## src/rtl/nibble_accum.sv

```systemverilog
// Assembles an 8x8 unsigned product from four 4x4 partial products supplied by an
// external multiplier, steering its operand nibble muxes one step per clock.
module nibble_accum (
  input  logic        clk,
  input  logic        reset,
  input  logic        start,
  input  logic [7:0]  pp_in,
  output logic        sel_a,
  output logic        sel_b,
  output logic [1:0]  step,
  output logic        busy,
  output logic        done,
  output logic [15:0] product
);

  typedef enum logic [2:0] {
    IDLE = 3'd0,
    S0   = 3'd1,
    S1   = 3'd2,
    S2   = 3'd3,
    S3   = 3'd4,
    DONE = 3'd5
  } state_t;

  state_t state, state_nxt;

  // Place a partial product at its nibble weight: A_lo*B_lo, A_hi*B_lo, A_lo*B_hi, A_hi*B_hi.
  function automatic logic [15:0] align_pp(input logic [7:0] pp, input logic [1:0] s);
    logic [15:0] r;
    case (s)
      2'd0:    r = {8'h00, pp};
      2'd1,
      2'd2:    r = {4'h0, pp, 4'h0};
      default: r = {pp, 8'h00};
    endcase
    return r;
  endfunction

  // Modulo-2^16 accumulate; the carry out is deliberately dropped.
  function automatic logic [15:0] wrap_add(input logic [15:0] a, input logic [15:0] b);
    logic [16:0] s;
    s = {1'b0, a} + {1'b0, b};
    return s[15:0];
  endfunction

  always_ff @(posedge clk) begin
    if (reset) state <= IDLE;
    else       state <= state_nxt;
  end

  // Selects and step decode purely from the registered state, so start never reaches the muxes.
  always_comb begin
    state_nxt = state;
    sel_a     = 1'b0;
    sel_b     = 1'b0;
    step      = 2'd0;
    busy      = 1'b0;
    done      = 1'b0;
    case (state)
      IDLE: if (start) state_nxt = S0;
      S0: begin
        busy      = 1'b1;
        state_nxt = S1;
      end
      S1: begin
        busy      = 1'b1;
        sel_a     = 1'b1;
        step      = 2'd1;
        state_nxt = S2;
      end
      S2: begin
        busy      = 1'b1;
        sel_b     = 1'b1;
        step      = 2'd2;
        state_nxt = S3;
      end
      S3: begin
        busy      = 1'b1;
        sel_a     = 1'b1;
        sel_b     = 1'b1;
        step      = 2'd3;
        state_nxt = DONE;
      end
      DONE: begin
        done      = 1'b1;
        state_nxt = start ? S0 : IDLE;
      end
      default: state_nxt = IDLE;
    endcase
  end

  // Accumulator: first step overwrites, later steps add; untouched outside S0..S3.
  always_ff @(posedge clk) begin
    if (reset) begin
      product <= 16'h0000;
    end else if (busy) begin
      if (step == 2'd0) product <= align_pp(pp_in, step);
      else              product <= wrap_add(product, align_pp(pp_in, step));
    end
  end

endmodule
```

## config.mk

```make
export PLATFORM = sky130hd
export DESIGN_NAME = nibble_accum
export DESIGN_NICKNAME = d
export VERILOG_FILES = /design/src/rtl/nibble_accum.sv
export SDC_FILE = /design/constraint.sdc
export NUM_CORES = 1
export LEC_CHECK = 0
export BUFFER_PORTS_ARGS = -buffer_cell sky130_fd_sc_hd__buf_2
export CORE_ASPECT_RATIO = 0.8
export CORE_UTILIZATION = 30
export DETAILED_ROUTE_END_ITERATION = 16
export GPL_TIMING_DRIVEN = 0
export PLACE_DENSITY = 0.58
export SLEW_MARGIN = 30
export SYNTH_ARGS = -nofsm -noshare
export SYNTH_HDL_FRONTEND = slang
export SYNTH_SLANG_ARGS = --single-unit
```

## constraint.sdc

```tcl
create_clock -name clk -period 4.3 [get_ports clk]
set_input_delay 0.215 -clock clk [delete_from_list [all_inputs] [get_ports clk]]
set_output_delay 0.215 -clock clk [all_outputs]
set_load 0.1 [all_outputs]
```

## Yosys cells after proc, flatten, opt, wreduce, memory -nomap -nowiden

Cells that the tools add are included.
Widths: inputs -> output; s select.

| storage, ports and cells | value |
|---|---|
| register bits after elaboration | 19 |
| input bits | 11 |
| output and inout port bits | 22 |
| word-level logic and storage cells | 30 |

| cells by class | value |
|---|---|
| $add $sub $neg | 1 |
| equal/unequal tests | 8 |
| mux-type cells | 13 |
| reduce and logical (&&, ||, !) cells | 6 |

Operators with widths:

| operator | number |
|---|---|
| $mux 16 | 5 |
| $pmux 3 s6 | 1 |
| $add 16x16->16 | 1 |
| $eq 3x2->1 const B | 2 |
| $eq 3x3->1 const B | 2 |
| $pmux 2 s3 | 1 |
| $reduce_or 2->1 | 3 |
| $mux 1 | 5 |
| $reduce_or 4->1 | 1 |
| $eq 3x1->1 const B | 1 |
| $logic_not 3->1 | 1 |
| $mux 3 | 1 |
| $eq 2x1->1 const B | 1 |
| $eq 2x2->1 const B | 1 |
| $logic_not 2->1 | 1 |
| $ne 2x2->1 const B | 1 |

## Longest topological paths before layout

| logic depth | value |
|---|---|
| depth in word-level cells | 10 |
| gate-level depth with buffers | 16 |
| depth with buffers taken out | 14 |

## Least setup slack after synthesis

Ideal clock, no wire load.

| path | value |
|---|---|
| path type | reg2reg |
| start | register state[1] |
| end | register product[11] |
| library setup time | 0.118 ns |
| arrival | 2.853 ns |
| required time | 4.182 ns |
| slack | 1.329 ns |
| stages on the path, launching flop included | 14 |
| buffers on the path | 2 |
| period minus slack after synthesis | 2.971 ns |
| path through | dfxtp_1 -> buf_2 -> nor2_2 -> nand2_1 -> o21a_1 -> ha_1 -> clkbuf_1 -> mux2_2 -> ha_1 -> and4_1 -> o211ai_1 -> nand2_1 -> xor2_1 -> a22o_1 |

| between the ends | value |
|---|---|
| longest elaborated chain between the ends | 10 |
| elaborated cells on any way between the ends | 17 |
| those cells by class | add/sub: 1; eq/ne: 6; mux: 7; reduce/logical: 3 |

Ends and longest elaborated chain:

| what | RTL line | source |
|---|---|---|
| start: declaration | 25 | `state_t state, state_nxt;` |
| start signal: assignment | 48 | `else state <= state_nxt;` |
| $eq 3x3->1 or $eq 3x2->1 (tied branches) | 59 | `case (state)` |
| $pmux 2 s3 | 59 |  |
| $eq 2x1->1 or $eq 2x2->1 (tied branches) | 30 | `case (s)` |
| $reduce_or 2->1 | 30 |  |
| $mux 16 | -- |  |
| $mux 16 | 97 | `if (step == 2'd0) product <= align_pp(pp_in, step);` |
| $mux 16 | 96 | `end else if (busy) begin` |
| $mux 16 | 94 | `if (reset) begin` |
| $add 16x16->16 | 42 | `s = {1'b0, a} + {1'b0, b};` |
| $mux 16 | 97 |  |
| end signal: assignment | 97 |  |
| end signal: assignment | 98 | `else product <= wrap_add(product, align_pp(pp_in, step));` |
| end: declaration | 13 | `output logic [15:0] product` |

Several ways; a longest one is shown, not always the timed one. The select of a mux whose other input is x is not followed.
A chain may end at the register's enable or synchronous reset.

## Worst setup path in the final report

| path | value |
|---|---|
| start | register state[1] |
| end | register product[14] |

Same word-level chain as after synthesis.

==> results.json <==
{
  "synth.area.top_cells": "dfxtp_1 27%, ha_1 11%, nand2_1 4.5%",
  "path_delay_family": "compound AO/OA/AOI/OAI gates",
  "min_from": "pp_in[3]",
  "synth.most_common_cell": "dfxtp_1",
  "ys_ff_latch": 19,
  "clock-sinks": 19,
  "crit_top_cell": "ha_1",
  "crit_slowest_cell": "o41ai_2",
  "rsz0062_at_grt": "no",
  "setup_viol": 0,
  "reg2reg_depth": 13,
  "setup_slack_ns": 0.939,
  "clkTransAtPathRegs_ns": 0.08,
  "grt_max_degree": 12,
  "netlist.area_leader.share": 0.270,
  "drt-initial-drc-count": 45,
  "synthCells": 181,
  "crit_path_end_kind": "flip-flop",
  "drc_errors": 0,
  "wl_um": 3430,
  "cap_violations": 0,
  "synth_edf_count": 0,
  "relSlewSlack": 0.628,
  "cts_tree": "built",
  "tightest_slew_ns": 0.554,
  "cp_max_fo": 10,
  "dp_hpwl_um": 2750,
  "core_area_um2": 4340,
  "fp-row-count": 21,
  "avgSynthCellArea_um2": 7.77,
  "routabilityCongestion": 0.881,
  "synthArstFlopShare": 0,
  "ys_seq_area_frac": 0.270,
  "first_pass_iters": 4,
  "drive_above_1_share": 0.221,
  "post_cts_buffers": 0,
  "max-clock-path-buffers": 2,
  "worst_setup_path_start_kind": "flip-flop",
  "start_util": 0.324,
  "worstPathCellList": "buf_2 > nor2_2 > nand2_1 > o21a_1 > ha_1 > clkbuf_1 > mux2_2 > ha_1 > o21ai_0 > a21oi_1 > o41ai_2 > mux2i_1 > nand3_1",
  "vdd_drop_max_mv": 0.176,
  "status": "finished, final reports clean",
  "drt-wirelength-per-cell_um": 12.5,
  "p_leak_nw": 0.809,
  "holdPathStages": 3,
  "via_per_inst": 4.96,
  "grt_util_all_layers": 0.147,
  "synthFlopType": "dfxtp_1",
  "die-height_um": 63.2,
  "dp_slack_ns": 0.961,
  "dieArea_um2": 4970,
  "vias": 1360,
  "skew_ns": 0.00131,
  "r2r_slack_ns": 0.94,
  "fin_crit_ns": 3.36,
  "ctsResizeCount": 0,
  "syn_nets": 205,
  "clk_latency_ns": 0.27,
  "numCtsBuffers": 3,
  "grt_pass1_vias": 1183,
  "io_buffers": 32,
  "die_x_um": 78.6,
  "min_to": "product[3]",
  "grt-ovfl-total": 0,
  "synth_top_area_cell": "dfxtp_1",
  "hold_viol_final": 0,
  "fill_cells": 484,
  "ant_nets": 0,
  "n_antenna_cell": 0,
  "yosysUniqueCellTypes": 44,
  "h-tree-depth": 1,
  "root_buffer": "clkbuf_8",
  "io_pins": 33,
  "syn_area_um2": 1410,
  "synthTopCellsByCount": "19 x dfxtp_1, 17 x nand2_1, 17 x nor2_1, 12 x a21oi_1, 12 x ha_1",
  "fmax_mhz": 298,
  "critical_path_class": "flip-flop to flip-flop",
  "crit_required_ns": 4.46,
  "hold_path_class": "input port to flip-flop",
  "p_per_area_nw_per_um2": 476,
  "drv_slew": 0,
  "ctsHoldBuffers": 0,
  "path_buf_inv": 2,
  "ys.warnings.count": 0,
  "cp_data_arrival_time_ns": 3.52,
  "area_delta_synth_final_pct": 19.8,
  "timing.rr.end": "product[14]",
  "post-route-period-util": 0.782,
  "r2r_start": "state[1]",
  "grt_pass1_wl_um": 5690,
  "setup_tns_ns": 0,
  "nNetsFinal": 242,
  "cp_slowest_stage_delay_ns": 0.43,
  "antenna_found_initial": 0
}
[worst max path at each step]
stage	startpoint	to	slack (ns)	depth (start not counted)
final	state[1]	product[14]	0.94	13
after floorplan	state[1]	product[11]	1.33	13
after CTS	state[1]	product[14]	0.94	13
after global routing	state[1]	product[14]	0.68	15
after global placement	state[1]	product[14]	0.98	13
after detailed placement	state[1]	product[14]	0.96	13
[worst register-to-register path, cell delays in order, from the launching register on]
cell and delay, ns:
dfxtp_1 0.30, buf_2 0.15, nor2_2 0.12, nand2_1 0.06, o21a_1 0.15, ha_1 0.36, clkbuf_1 0.33, mux2_2 0.40
ha_1 0.34, o21ai_0 0.18, a21oi_1 0.09, o41ai_2 0.43, mux2i_1 0.25, nand3_1 0.09
[registers in the layout, summed over array words and instances (netlist names)]
signal and cells:
product 16, state 3
[cell type report]
cell class,count,area (um^2),area share
plain buffers,11,50.0,0.0297
clock buffers,3,41.3,0.0245
clock inverters,1,5.00,0.00297
inverters,9,33.8,0.0201
multi-input cells,142,942,0.559
flip-flops and latches,19,380,0.226
well taps,57,71.3,0.0423
repair buffers,32,160,0.0951
[kinds of logic after synthesis]
kind of cell,synth area share
multiplexers,0.0534
adder cells (fa/ha/maj),0.121
AO/OA/AOI/OAI,0.177
AND/OR/NAND/NOR,0.269
buffers and inverters,0.0596
flip-flops,0.270
XOR/XNOR,0.0498
[cell usage in the layout (no fill, tap or decap), types with 3 or more instances in the layout]
cell type,count
a211oi_1,4
a21oi_1,12
and2_1,3
buf_2,36
clkbuf_1,5
clkbuf_8,3
dfxtp_1,19
ha_1,12
inv_1,9
mux2_2,4
mux2i_1,3
nand2_1,17
nand2b_1,3
nand3_1,7
nor2_1,17
nor2b_1,8
nor3_1,9
o21ai_0,8
or3_1,3
xor2_1,6
[where the power goes]
part	internal, mW	switching (mW)
Combinational	0.114	0.342
Clock	0.0647	0.0677
Sequential	0.198	0.0159
Total	0.377	0.425
[metal layers]
metal | wire length, um | GRT usage
met5 | 0 | 0
met4 | 42 | 0.0463
met3 | 133 | 0.0348
met2 | 1420 | 0.209
met1 | 1830 | 0.214
[metrics by stage]
step | utilization | total power, mW | std cells | instance area, um^2 | hold WS, ns
after floorplan | - | 0.598 | 181 | 1410 | 0.363
after global placement | 0.378 | 0.673 | 270 | 1640 | 0.446
after detailed placement | 0.378 | 0.675 | 270 | 1640 | 0.447
after CTS | 0.388 | 0.810 | 274 | 1680 | 0.214
after global routing | 0.388 | 0.854 | 274 | 1680 | 0.225
final | 0.388 | 0.802 | 274 | 1680 | 0.218
No activity file was read; power rests on OpenSTA's default activity.
